==> src/rtl/vga_timing_core.sv <==
// VGA raster timing generator: pixel/line counters with zero-skew registered
// sync, visible-area flag and single-cycle line/frame/vblank event strobes.
module vga_timing_core #(
    parameter int unsigned H_DISPLAY   = 640,
    parameter int unsigned H_FRONT     = 16,
    parameter int unsigned H_SYNC      = 96,
    parameter int unsigned H_BACK      = 48,
    parameter int unsigned V_DISPLAY   = 480,
    parameter int unsigned V_BOTTOM    = 10,
    parameter int unsigned V_SYNC      = 2,
    parameter int unsigned V_TOP       = 33,
    parameter logic        SYNC_ACTIVE = 1'b0
) (
    input  logic       clk,
    input  logic       reset,
    input  logic       ce,
    output logic       hsync,
    output logic       vsync,
    output logic       display_on,
    output logic [9:0] hpos,
    output logic [9:0] vpos,
    output logic       line_start,
    output logic       frame_start,
    output logic       vblank_start,
    output logic [7:0] frame_count
);

    localparam int unsigned CW      = 10;
    localparam int unsigned FCW     = 8;
    localparam int unsigned H_TOTAL = H_DISPLAY + H_FRONT + H_SYNC + H_BACK;
    localparam int unsigned V_TOTAL = V_DISPLAY + V_BOTTOM + V_SYNC + V_TOP;

    localparam logic [CW-1:0] H_LAST     = CW'(H_TOTAL - 1);
    localparam logic [CW-1:0] V_LAST     = CW'(V_TOTAL - 1);
    localparam logic [CW-1:0] H_VIS_END  = CW'(H_DISPLAY);
    localparam logic [CW-1:0] V_VIS_END  = CW'(V_DISPLAY);
    localparam logic [CW-1:0] V_VIS_LAST = CW'(V_DISPLAY - 1);
    localparam logic [CW-1:0] HS_FIRST   = CW'(H_DISPLAY + H_FRONT);
    localparam logic [CW-1:0] HS_LAST    = CW'(H_DISPLAY + H_FRONT + H_SYNC - 1);
    localparam logic [CW-1:0] VS_FIRST   = CW'(V_DISPLAY + V_BOTTOM);
    localparam logic [CW-1:0] VS_LAST    = CW'(V_DISPLAY + V_BOTTOM + V_SYNC - 1);

    logic          h_wrap_c;
    logic          v_wrap_c;
    logic          vis_last_line_c;
    logic [CW-1:0] hpos_nxt_c;
    logic [CW-1:0] vpos_nxt_c;
    logic          hsync_nxt_c;
    logic          vsync_nxt_c;
    logic          display_nxt_c;

    // Next raster position; level outputs are decoded from it so that the
    // registered levels line up with the registered counters in the same cycle.
    always_comb begin
        h_wrap_c        = 1'b0;
        v_wrap_c        = 1'b0;
        vis_last_line_c = 1'b0;
        hpos_nxt_c      = hpos;
        vpos_nxt_c      = vpos;
        hsync_nxt_c     = ~SYNC_ACTIVE;
        vsync_nxt_c     = ~SYNC_ACTIVE;
        display_nxt_c   = 1'b0;

        h_wrap_c        = (hpos == H_LAST);
        v_wrap_c        = (vpos == V_LAST);
        vis_last_line_c = (vpos == V_VIS_LAST);

        if (h_wrap_c) begin
            hpos_nxt_c = '0;
            vpos_nxt_c = v_wrap_c ? '0 : vpos + CW'(1);
        end else begin
            hpos_nxt_c = hpos + CW'(1);
        end

        if (hpos_nxt_c >= HS_FIRST && hpos_nxt_c <= HS_LAST) begin
            hsync_nxt_c = SYNC_ACTIVE;
        end
        if (vpos_nxt_c >= VS_FIRST && vpos_nxt_c <= VS_LAST) begin
            vsync_nxt_c = SYNC_ACTIVE;
        end
        display_nxt_c = (hpos_nxt_c < H_VIS_END) && (vpos_nxt_c < V_VIS_END);
    end

    // Counters and levels advance only with ce; strobes are rewritten every
    // clk so they always drop after one cycle.
    always_ff @(posedge clk or posedge reset) begin
        if (reset) begin
            hpos         <= '0;
            vpos         <= '0;
            frame_count  <= '0;
            hsync        <= ~SYNC_ACTIVE;
            vsync        <= ~SYNC_ACTIVE;
            display_on   <= 1'b1;
            line_start   <= 1'b0;
            frame_start  <= 1'b0;
            vblank_start <= 1'b0;
        end else begin
            line_start   <= ce & h_wrap_c;
            frame_start  <= ce & h_wrap_c & v_wrap_c;
            vblank_start <= ce & h_wrap_c & vis_last_line_c;
            if (ce) begin
                hpos       <= hpos_nxt_c;
                vpos       <= vpos_nxt_c;
                hsync      <= hsync_nxt_c;
                vsync      <= vsync_nxt_c;
                display_on <= display_nxt_c;
                if (h_wrap_c && v_wrap_c) begin
                    frame_count <= frame_count + FCW'(1);
                end
            end
        end
    end

endmodule
==> config.mk <==
export PLATFORM = sky130hd
export DESIGN_NAME = vga_timing_core
export DESIGN_NICKNAME = d
export VERILOG_FILES = /design/src/rtl/vga_timing_core.sv
export SDC_FILE = /design/constraint.sdc
export NUM_CORES = 1
export LEC_CHECK = 0
export BUFFER_PORTS_ARGS = -buffer_cell sky130_fd_sc_hd__buf_2
export CORE_ASPECT_RATIO = 2
export CORE_MARGIN = 3
export CORE_UTILIZATION = 55
export CTS_CLUSTER_SIZE = 12
export DETAILED_ROUTE_END_ITERATION = 8
export GPL_ROUTABILITY_DRIVEN = 0
export MAX_ROUTING_LAYER = met4
export PLACE_DENSITY_LB_ADDON = 0.15
export SYNTH_ARGS = -nofsm -noshare
export SYNTH_HDL_FRONTEND = slang
export SYNTH_SLANG_ARGS = --single-unit
export TNS_END_PERCENT = 100
==> constraint.sdc <==
create_clock -name clk -period 2.6 [get_ports clk]
set_input_delay 0.52 -clock clk [delete_from_list [all_inputs] [get_ports clk]]
set_output_delay 0.52 -clock clk [all_outputs]
set_load 0.01 [all_outputs]
Word level (Yosys, flattened, before mapping)
Index checks and enable logic that the tools add are counted.
{"block": "totals", "elab_cells": 34, "register_bits": 34, "output_inout_bits": 34, "in_bits": 3}
{"block": "classes", "n_reduce_logical": 5, "magnitude_cmp": 6, "n_addsub": 3, "bitwise": 3, "n_mux": 5, "eq_ne": 3}
{"cell": "$mux 10", "count": 3}
{"cell": "$add 10x1->10 const B", "count": 2}
{"cell": "$eq 10x10->1 const B", "count": 2}
{"cell": "$eq 10x9->1 const B", "count": 1}
{"cell": "$ge 10x10->1 const B", "count": 1}
{"cell": "$ge 10x9->1 const B", "count": 1}
{"cell": "$le 10x10->1 const B", "count": 1}
{"cell": "$le 10x9->1 const B", "count": 1}
{"cell": "$lt 10x10->1 const B", "count": 1}
{"cell": "$lt 10x9->1 const B", "count": 1}
{"cell": "$add 8x1->8 const B", "count": 1}
{"cell": "$logic_and 1x1->1", "count": 4}
{"cell": "$and 1x1->1", "count": 3}
{"cell": "$mux 1", "count": 2}
{"cell": "$reduce_and 2->1", "count": 1}

Longest topological paths before layout
Gate-level depths: netlist of the first run.
{"block": "logic_depth", "ltp_word": 6, "depth_mapped": 9, "ltp_nobuf": 8}

Worst setup path before layout of the first run
Ideal clock, no wire load.
{"block": "synth_timing", "kind": "flip-flop to flip-flop", "startpoint": "register hpos[1]", "endpoint": "register vsync", "setup_ns": 0.077, "t_required_ns": 2.523, "path_slack_ns": 0.546, "arrival_time_ns": 1.976, "path_buffers": 0, "path_stages_with_launch": 8, "synth_period_minus_slack_ns": 2.054, "cell_sequence": "dfrtp_1 ha_1 nand4_2 or4_1 or4_1 nand3_1 a21oi_1 a31oi_1"}
{"block": "synth_between", "elab_chain_len": 5, "elab_cells_between_ends": 6, "cone_classes": "2 x order compare; 1 x eq/ne; 2 x mux; 1 x reduce/logical"}
{"item": "start: declaration", "line": "20", "text": "output logic [9:0] hpos,"}
{"item": "start signal: assignment", "line": "102", "text": "hpos <= hpos_nxt_c;"}
{"item": "$eq 10x10->1 (*)", "line": "64", "text": "h_wrap_c = (hpos == H_LAST);"}
{"item": "$mux 10 (*)", "line": "68", "text": "if (h_wrap_c) begin"}
{"item": "$ge 10x9->1 or $le 10x9->1 (tied branches)", "line": "78", "text": "if (vpos_nxt_c >= VS_FIRST && vpos_nxt_c <= VS_LAST) begin"}
{"item": "$logic_and 1x1->1 (*)", "line": "78"}
{"item": "$mux 1 (*)", "line": "78"}
{"item": "end signal: assignment", "line": "92", "text": "vsync <= ~SYNC_ACTIVE;"}
{"item": "end signal: assignment", "line": "105", "text": "vsync <= vsync_nxt_c;"}
{"item": "end: declaration", "line": "18", "text": "output logic vsync,"}
Every way passes the cells marked *; elsewhere a longest branch is shown, timed or not.
A chain may end at the register's enable or synchronous reset.

Final worst setup path of the first run
Same ends and word-level chain as after synthesis.

==> results of run 1 <==
==> area by class of cell <==
| class | instances | area [um^2] |
|---|---|---|
| repair buffers | 43 | 233 |
| flip-flops and latches | 34 | 855 |
| clock inverters | 2 | 60.1 |
| clock buffers | 6 | 82.6 |
| inverters | 9 | 33.8 |
| multi-input cells | 160 | 1040 |
| well taps | 48 | 60.1 |
| fillers | 287 | 1050 |
==> worst register-to-register path, cell delays in order, from the launching register on <==
cell	delay [ps]
dfrtp_1	430
ha_1	220
nand4_2	170
or4_1	610
or4_1	500
nand3_1	120
a21oi_1	60
a31oi_1	160
==> cell families after synthesis <==
group                      share of synthesized area (%)
adders and majority gates                           3.17
and+or+nand+nor                                     24.3
buffers and inverters                               4.44
AOI/OAI and AO/OA                                   13.4
muxes                                               4.31
xor gates and xnor gates                            7.10
DFF                                                 43.3
==> worst min-delay path by stage <==
| stage | from | end | slack, ps | depth (start not counted) |
|---|---|---|---|---|
| 6_report | reset | frame_count[3] | 310 | 3 |
| 5_1_grt | reset | frame_count[4] | 330 | 3 |
| 4_1_cts | reset | frame_count[3] | 330 | 3 |
| 3_5_place_dp | frame_count[7] | frame_count[7] | 460 | 1 |
| 3_3_place_gp | frame_count[7] | frame_count[7] | 460 | 1 |
| 2_1_floorplan | display_on | display_on | 480 | 2 |
==> layer usage <==
layer,share of wire [%],up-vias,global-route usage (%)
met4,2.5,0,9.50
met1,38,822,25.2
li1,-,848,-
met5,0,-,-
met3,3.8,11,3.31
met2,56,57,39.3
==> registers in the layout, indices dropped and copies added (netlist names) <==
signal / cells
vsync: 1
vblank_start: 1
vpos: 10
frame_start: 1
hpos: 10
hsync: 1
display_on: 1
frame_count: 8
line_start: 1
==> power by group <==
group | internal, W | leakage (nW) | total, W | switching (W)
Combinational | 0.000106 | 0.579 | 0.000234 | 0.000129
Clock | 0.000409 | 0.0714 | 0.000608 | 0.000199
Sequential | 0.000570 | 0.449 | 0.000651 | 0.0000811
Total | 0.00108 | 1.10 | 0.00149 | 0.000409
==> synthesized netlist by cell type, types with 2 or more instances <==
| cell type | instances | area (um^2) |
|---|---|---|
| a31oi_1 | 3 | 18.8 |
| inv_1 | 9 | 33.8 |
| or3_1 | 2 | 12.5 |
| o21ai_0 | 19 | 95.1 |
| or4_1 | 2 | 15.0 |
| mux2_2 | 3 | 33.8 |
| dfstp_2 | 3 | 78.8 |
| xor2_1 | 4 | 35.0 |
| and4_1 | 2 | 17.5 |
| and2_1 | 2 | 12.5 |
| mux2i_1 | 4 | 40.0 |
| o22ai_1 | 3 | 18.8 |
| nand2_1 | 26 | 97.6 |
| o31ai_1 | 2 | 15.0 |
| nor3b_1 | 2 | 15.0 |
| nor4_1 | 2 | 12.5 |
| dfrtp_1 | 31 | 776 |
| ha_1 | 5 | 62.6 |
| buf_2 | 4 | 20.0 |
| and3_1 | 7 | 43.8 |
| nand4_1 | 8 | 50.1 |
| o211ai_1 | 2 | 15.0 |
| a21oi_1 | 7 | 35.0 |
| nor3_1 | 6 | 30.0 |
| nand3_1 | 10 | 50.1 |
| nor2_1 | 8 | 30.0 |
| clkbuf_1 | 8 | 30.0 |
| nor4_2 | 2 | 25.0 |
| xnor2_1 | 12 | 105 |
| nor2b_1 | 3 | 18.8 |
==> stage by stage <==
stage / power [W] / setup WS, ps / hold slack [ps]
global placement: 0.000889 / 410 / 456
CTS: 0.00150 / 288 / 325
global route: 0.00156 / 94.7 / 332
floorplan: 0.000807 / 546 / 481
detailed placement: 0.000894 / 337 / 464
finish: 0.00149 / 254 / 312
==> impl_metrics.tcl, run 1 <==
set metrics [dict create \
    start_kind "flop" \
    dieArea_um2 4390 \
    cp-startpoint "hpos[1]" \
    crit_path_cell_trace "ha_1 -> nand4_2 -> or4_1 -> or4_1 -> nand3_1 -> a21oi_1 -> a31oi_1" \
    htree_num_levels 2 \
    max_slew_margin_pct 71.1 \
    worstPathMaxFanout 6 \
    synth_nets 224 \
    reg2reg_slack_ps 250 \
    crit_family "simple AND/OR/NAND/NOR gates" \
    fin_tns_setup_ps 0 \
    cts_resized 0 \
    utilization_pct 69.1 \
    r2r-end "vsync" \
    reg2reg_depth 7 \
    fp.dieW_um 48.4 \
    via_per_inst 5.75 \
    ios 37 \
    dp_cells 294 \
    drive_gt1_share_pct 25.2 \
    dp_hpwl_um 3300 \
    critPathCaptureType "flop" \
    ant_nets 0 \
    avgSynthCellArea_um2 9.13 \
    hold_violations 0 \
    dr.first_iter.drc_count 47 \
    hold_path.class "input port to asynchronous set/reset pin" \
    antenna_found_initial 0 \
    cts_setup_buffers 0 \
    wl_um 4590 \
    ys_seq_area_share_pct 43.3 \
    worst-path-buf-inv 0 \
    ctsHoldBuffers 0 \
    drc 0 \
    drv_cap 0 \
    cts_made_buffers 5 \
    finalSetupViolCount 0 \
    p_leak_nw 1.10 \
    place_area_um2 2210 \
    ys_seq_elements 34 \
    drv_slew 0 \
    slowest_stage "or4_1" \
    grt_max_degree 35 \
    dr.pass1.iters 4 \
    ys.flop_type "dfrtp_1" \
    critical_path_class "flop to flop" \
    area_delta_synth_final_pct 19.7 \
    rsz0062_at_grt "no" \
    ys_warn_count 0 \
    rows 30 \
    ys_types 45 \
    grt_pass1_vias 1632 \
    fin_nets 261 \
    async_flop_share_pct 100 \
    clkTransAtPathRegs_ps 70 \
    overflow 0 \
    period_share_pct 90.2 \
    peakVddDrop_v 0.000443 \
    arrival_ps 2560 \
    grt_use_total_pct 22.5 \
    layout_commonest_cell "buf_2" \
    diodes 0 \
    netlist_instances 216 \
    vias 1738 \
    outcome "completed" \
    layout_common_cells "buf_2 (36), dfrtp_1 (31), nand2_1 (26)" \
    grt_pass1_wl_um 7690 \
    cp_slowest_stage_delay_ps 610 \
    tightest_slew_ps 434 \
    cts_buffer_depth 2 \
    finalNonFillerCells 302 \
    synthesis.area_um2 1970 \
    port_buffers 36 \
    crit_required_ps 2820 \
    period_needed_ps 2350 \
    p_per_area_nw_per_um2 633 \
    wl_per_cell_um 15.2 \
    core_area_um2 3420 \
    insertion_delay_ps 290 \
    fin_worst_skew_ps 7.39 \
    r2r_start "hpos[1]" \
    max_freq_ghz 0.426 \
    synth-edff-count 0 \
    finalInstanceArea_um2 2360 \
    cp_common_cell "or4_1" \
    cts.sinks 34 \
    start_util_pct 57.8 \
    cts_tree "done" \
    cts-root-buf "clkbuf_8" \
    die_h_um 90.7 \
    crit_end "vsync" \
    cp.depth 7 \
]
(Power assumes the default switching activity.)
==> run 2, diff against run 1 <==
--- a/config.mk
+++ b/config.mk
@@ -10,3 +10,3 @@
 export CORE_MARGIN = 3
-export CORE_UTILIZATION = 55
+export CORE_UTILIZATION = 45
 export CTS_CLUSTER_SIZE = 12
==> constraint.sdc (replaced) <==
create_clock -name clk -period 2.6 [get_ports clk]
set_input_delay 0.26 -clock clk [delete_from_list [all_inputs] [get_ports clk]]
set_output_delay 0.26 -clock clk [all_outputs]
set_load 0.01 [all_outputs]
==> run 2 against run 1 <==
  * Clock skew is 1.5 ps lower
  * Worst hold slack lost 250 ps
  * Total power is 14% lower
  * Non-clock buffer count grew 2
  * Cell count rose by 2.0%
  * Register-to-register slack improved by 30 ps
  * Wire length up 0.81%
  * Sequential cell count unchanged
  * Worst setup slack gained 33 ps
  * Critical endpoint is now display_on
  * Highest routed layer unchanged
==> impl_metrics.tcl, run 2 (synthesized netlist as in run 1, its figures left out) <==
set metrics [dict create \
    cts.sinks 34 \
    grt_max_degree 35 \
    dr_wl_met2_um 2510 \
    start_util_pct 47.3 \
    cp_slowest_stage_delay_ps 620 \
    fin_worst_skew_ps 5.86 \
    route.met3.wl_um 121 \
    port_buffers 36 \
    overflow 0 \
    max_freq_ghz 0.433 \
    insertion_delay_ps 280 \
    cts_setup_buffers 0 \
    cts_tree "done" \
    area_delta_synth_final_pct 17.9 \
    cts_resized 0 \
    rsz0062_at_grt "no" \
    dr.first_iter.drc_count 39 \
    layout_commonest_cell "buf_2" \
    place_area_um2 2230 \
    worstPathMaxFanout 7 \
    arrival_ps 2510 \
    wl_um 4620 \
    ios 37 \
    drv_slew 0 \
    htree_num_levels 2 \
    crit_family "simple AND/OR/NAND/NOR gates" \
    p_per_area_nw_per_um2 551 \
    core_area_um2 4170 \
    drt-met1-wl_um 1860 \
    fin_tns_setup_ps 0 \
    diodes 0 \
    critPathCaptureType "flop" \
    antenna_found_initial 0 \
    clkTransAtPathRegs_ps 70 \
    fin_nets 263 \
    grt_pass1_wl_um 7960 \
    period_needed_ps 2310 \
    peakVddDrop_v 0.000425 \
    r2r_start "hpos[1]" \
    finalInstanceArea_um2 2330 \
    hold_path.class "input port to asynchronous set/reset pin" \
    p_leak_nw 1.09 \
    ant_nets 0 \
    max_slew_margin_pct 71.0 \
    slowest_stage "or4_1" \
    tightest_slew_ps 435 \
    vias 1744 \
    dr.pass1.iters 4 \
    dieArea_um2 5260 \
    cts-root-buf "clkbuf_8" \
    wl_per_cell_um 15.0 \
    crit_path_cell_trace "ha_1 -> nand4_2 -> or4_1 -> buf_4 -> o22a_1 -> nor4_2 -> o22ai_1" \
    r2r-end "display_on" \
    layout_common_cells "buf_2 (36), dfrtp_1 (31), nand2_1 (26)" \
    rows 33 \
    dp_hpwl_um 3440 \
    grt_use_total_pct 20.3 \
    start_kind "flop" \
    reg2reg_slack_ps 290 \
    hold_violations 0 \
    period_share_pct 88.9 \
    drc 0 \
    finalSetupViolCount 0 \
    grt_pass1_vias 1704 \
    utilization_pct 55.8 \
    die_h_um 99.6 \
    ctsHoldBuffers 0 \
    largest_registers "hpos x10, vpos x10, frame_count x8" \
    crit_required_ps 2800 \
    fp.dieW_um 52.8 \
    top_layer "met4" \
    drive_gt1_share_pct 25.4 \
    via_per_inst 5.66 \
    cts_made_buffers 5 \
    outcome "completed" \
    cts_buffer_depth 2 \
    drv_cap 0 \
    worst-path-buf-inv 1 \
    critical_path_class "flop to flop" \
    reg2reg_depth 7 \
]
==> run 2: cell types whose count changed in the layout (fill, tap and decap cells not counted) <==
cell / delta
nor4_2: -1
buf_4: +2
nor4_1: +1
clkinv_2: +1
clkinvlp_4: +1
bufinv_16: -2
==> run 2: power breakdown <==
part	total [W]	leakage, nW	internal, W	switching (W)
Combinational	0.000232	0.589	0.000104	0.000127
Sequential	0.000651	0.449	0.000570	0.0000805
Clock	0.000399	0.0472	0.000213	0.000187
==> run 2: per-layer routing <==
metal,GRT usage (%),up-vias
met4,9.45,0
met3,2.85,12
met5,-,-
met1,22.8,850
li1,-,851
met2,34.4,31
==> run 2: stage by stage <==
| stage | power (W) | setup slack [ps] | hold WS, ps | std cells |
|---|---|---|---|---|
| after floorplan | 0.000807 | 546 | 399 | 216 |
| final | 0.00128 | 288 | 64.0 | 308 |
| after global placement | 0.000896 | 382 | 380 | 300 |
| after detailed placement | 0.000894 | 309 | 384 | 300 |
| after CTS | 0.00130 | 295 | 68.4 | 308 |
| after global routing | 0.00136 | 140 | 95.6 | 308 |
==> run 2: final cells by class <==
type / count / area [um^2]
sequential: 34 / 855
multi-input combinational: 160 / 1030
tap: 52 / 65.1
inverter: 9 / 33.8
fill: 427 / 1840
clock inverter: 2 / 12.5
timing repair buffer: 45 / 248
clock buffer: 6 / 82.6
==> run 2: how the worst max path moves through the flow <==
stage	from	endpoint	depth (start not counted)
2_1_floorplan	hpos[1]	vsync	7
3_3_place_gp	hpos[1]	vsync	7
3_5_place_dp	hpos[1]	display_on	7
4_1_cts	hpos[1]	display_on	7
5_1_grt	hpos[1]	vsync	7
6_report	hpos[1]	display_on	7
==> run 2: worst reg2reg max path, stage by stage, from the launching register on <==
cell,delay (ps)
dfrtp_1,440
ha_1,210
nand4_2,150
or4_1,620
buf_4,220
o22a_1,170
nor4_2,280
o22ai_1,140
==> run 3, diff against run 2 <==
Settings changed: CORE_ASPECT_RATIO 2 to unset, RECOVER_POWER set to 25.
==> run 3 against run 2 <==
  * The flow now finishes with violations (max-capacitance violations, max-slew violations)
  * Utilization is 0.75 points higher
  * Fmax is 3.0% higher
  * Global-route usage is 1.8 points lower
  * Largest power group unchanged
  * Clock power is 19% higher
  * Sequential share of layout area stayed put
  * Clock-buffer cell count is 1 lower
  * Combinational power is 13% higher
  * Clock skew is 2.4 ps higher
  * Cell area stayed put
==> impl_metrics.tcl, run 3 (synthesized netlist as in run 1, its figures left out) <==
set metrics [dict create \
    dieArea_um2 5220 \
    rsz0062_at_grt "no" \
    die_h_um 72.2 \
    place_area_um2 2220 \
    cts_resized 0 \
    htree_num_levels 2 \
    reg2reg_slack_ps 360 \
    power_w 0.00136 \
    antenna_found_initial 0 \
    drc 0 \
    slowest_stage "or4_1" \
    grt_pass1_vias 1563 \
    area_delta_synth_final_pct 17.9 \
    finalSetupViolCount 0 \
    start_kind "flop" \
    crit_path_cell_trace "ha_1 -> nand4_2 -> or4_1 -> or4_1 -> nand3_1 -> a21oi_1 -> a31oi_1" \
    drv_cap 1 \
    worstPathMaxFanout 6 \
    cts_setup_buffers 0 \
    hold_path.class "input port to flop" \
    p_per_area_nw_per_um2 586 \
    ant_nets 0 \
    cp_slowest_stage_delay_ps 600 \
    cts_made_buffers 5 \
    clkTransAtPathRegs_ps 70 \
    multiInputGateArea_um2 1030 \
    layout_common_cells "buf_2 (36), dfrtp_1 (31), nand2_1 (26)" \
    tightest_slew_ps 1790 \
    outcome "finished with violations" \
    fp.dieW_um 72.2 \
    cp.depth 7 \
    wl_per_cell_um 14.0 \
    cts-root-buf "clkbuf_8" \
    p_leak_nw 1.09 \
    insertion_delay_ps 280 \
    dp_hpwl_um 3060 \
    largest_registers "hpos x10, vpos x10, frame_count x8" \
    vias 1707 \
    n_fill_cell 395 \
    arrival_ps 2460 \
    ctsHoldBuffers 0 \
    hold_violations 0 \
    p_switching_w 0.000401 \
    fin_worst_skew_ps 8.22 \
    crit_family "simple AND/OR/NAND/NOR gates" \
    drv_slew 35 \
    fin_tns_setup_ps 0 \
    netSwitchingFraction_pct 29.4 \
    grt_max_degree 35 \
    cts_tree "done" \
    dr.first_iter.drc_count 96 \
    ios 37 \
    overflow 0 \
    reg2reg_depth 7 \
    fin_nets 262 \
    critPathCaptureType "flop" \
    wl_um 4280 \
    finalInstanceArea_um2 2330 \
    port_buffers 36 \
    peakVddDrop_v 0.000429 \
    grt_use_total_pct 18.6 \
    p_seq_share_pct 46.1 \
    period_share_pct 86.3 \
    violations "max-capacitance violations, max-slew violations" \
    clkPwrFrac_pct 34.7 \
    max_freq_ghz 0.446 \
    drive_gt1_share_pct 24.7 \
    via_per_inst 5.60 \
    cp_common_cell "or4_1" \
    period_needed_ps 2240 \
    ff_latch_area_um2 855 \
    grt_pass1_wl_um 7510 \
    cts_buffer_depth 2 \
    layout_commonest_cell "buf_2" \
    rows 23 \
    dr.pass1.iters 4 \
    internal_power_w 0.000964 \
    combPwrFrac_pct 19.2 \
    critical_path_class "flop to flop" \
    worst-path-buf-inv 0 \
    start_util_pct 47.9 \
    cts.sinks 34 \
    core_area_um2 4120 \
    max_slew_margin_pct -19.6 \
    min_path_cells 3 \
    diodes 0 \
    crit_required_ps 2810 \
]
## run 3: stage by stage
stage	instances	hold WS, ps	worst slack, ps	utilization, %
2_1_floorplan	216	399	546	-
3_3_place_gp	297	379	427	54.0
3_5_place_dp	297	387	345	54.0
4_1_cts	305	77.0	340	56.6
5_1_grt	305	447	223	56.6
6_report	305	412	356	56.6
## run 3: power groups by stage
| stage | sequential, W | combinational [W] | clock, W |
|---|---|---|---|
| final | 0.000629 | 0.000262 | 0.000474 |
| after detailed placement | 0.000638 | 0.000265 | 0 |
| after global placement | 0.000636 | 0.000265 | 0 |
| after floorplan | 0.000653 | 0.000155 | 0 |
| after CTS | 0.000628 | 0.000268 | 0.000482 |
| after global routing | 0.000639 | 0.000291 | 0.000508 |
## run 3: worst paths after layout
path | startpoint | to
worst max-delay path | hpos[1] | vsync
worst min-delay path | ce | vsync
worst max register to register | hpos[1] | vsync
worst min register to register | frame_count[7] | frame_count[7]
max in group asynchronous | reset | vpos[8]
min in group asynchronous | reset | frame_count[7]
## run 3: worst register-to-register path: cells and delay by family, from the launching register on
kind,cells,cell delay [ps]
flops,1,420
simple gates,4,1340
compound gates,2,220
fa+ha+maj,1,210
## run 3: cell type report
cell class              count  share of cell area [%]
flip-flops and latches     34                    36.7
clock inverters             3                    1.72
inverters                   9                    1.45
repair buffers             44                    10.2
clock buffers               5                    2.96
well taps                  50                    2.69
multi-input cells         160                    44.3
## run 3: routing by layer
layer | track usage [%] | share of wire, % | routed length, um | vias to the layer above
met2 | 26.1 | 43 | 1850 | 53
li1 | - | - | - | 852
met1 | 27.7 | 50 | 2140 | 798
met5 | - | 0 | 0 | -
met4 | 5.01 | 0.84 | 36 | 0
met3 | 3.05 | 5.8 | 249 | 4
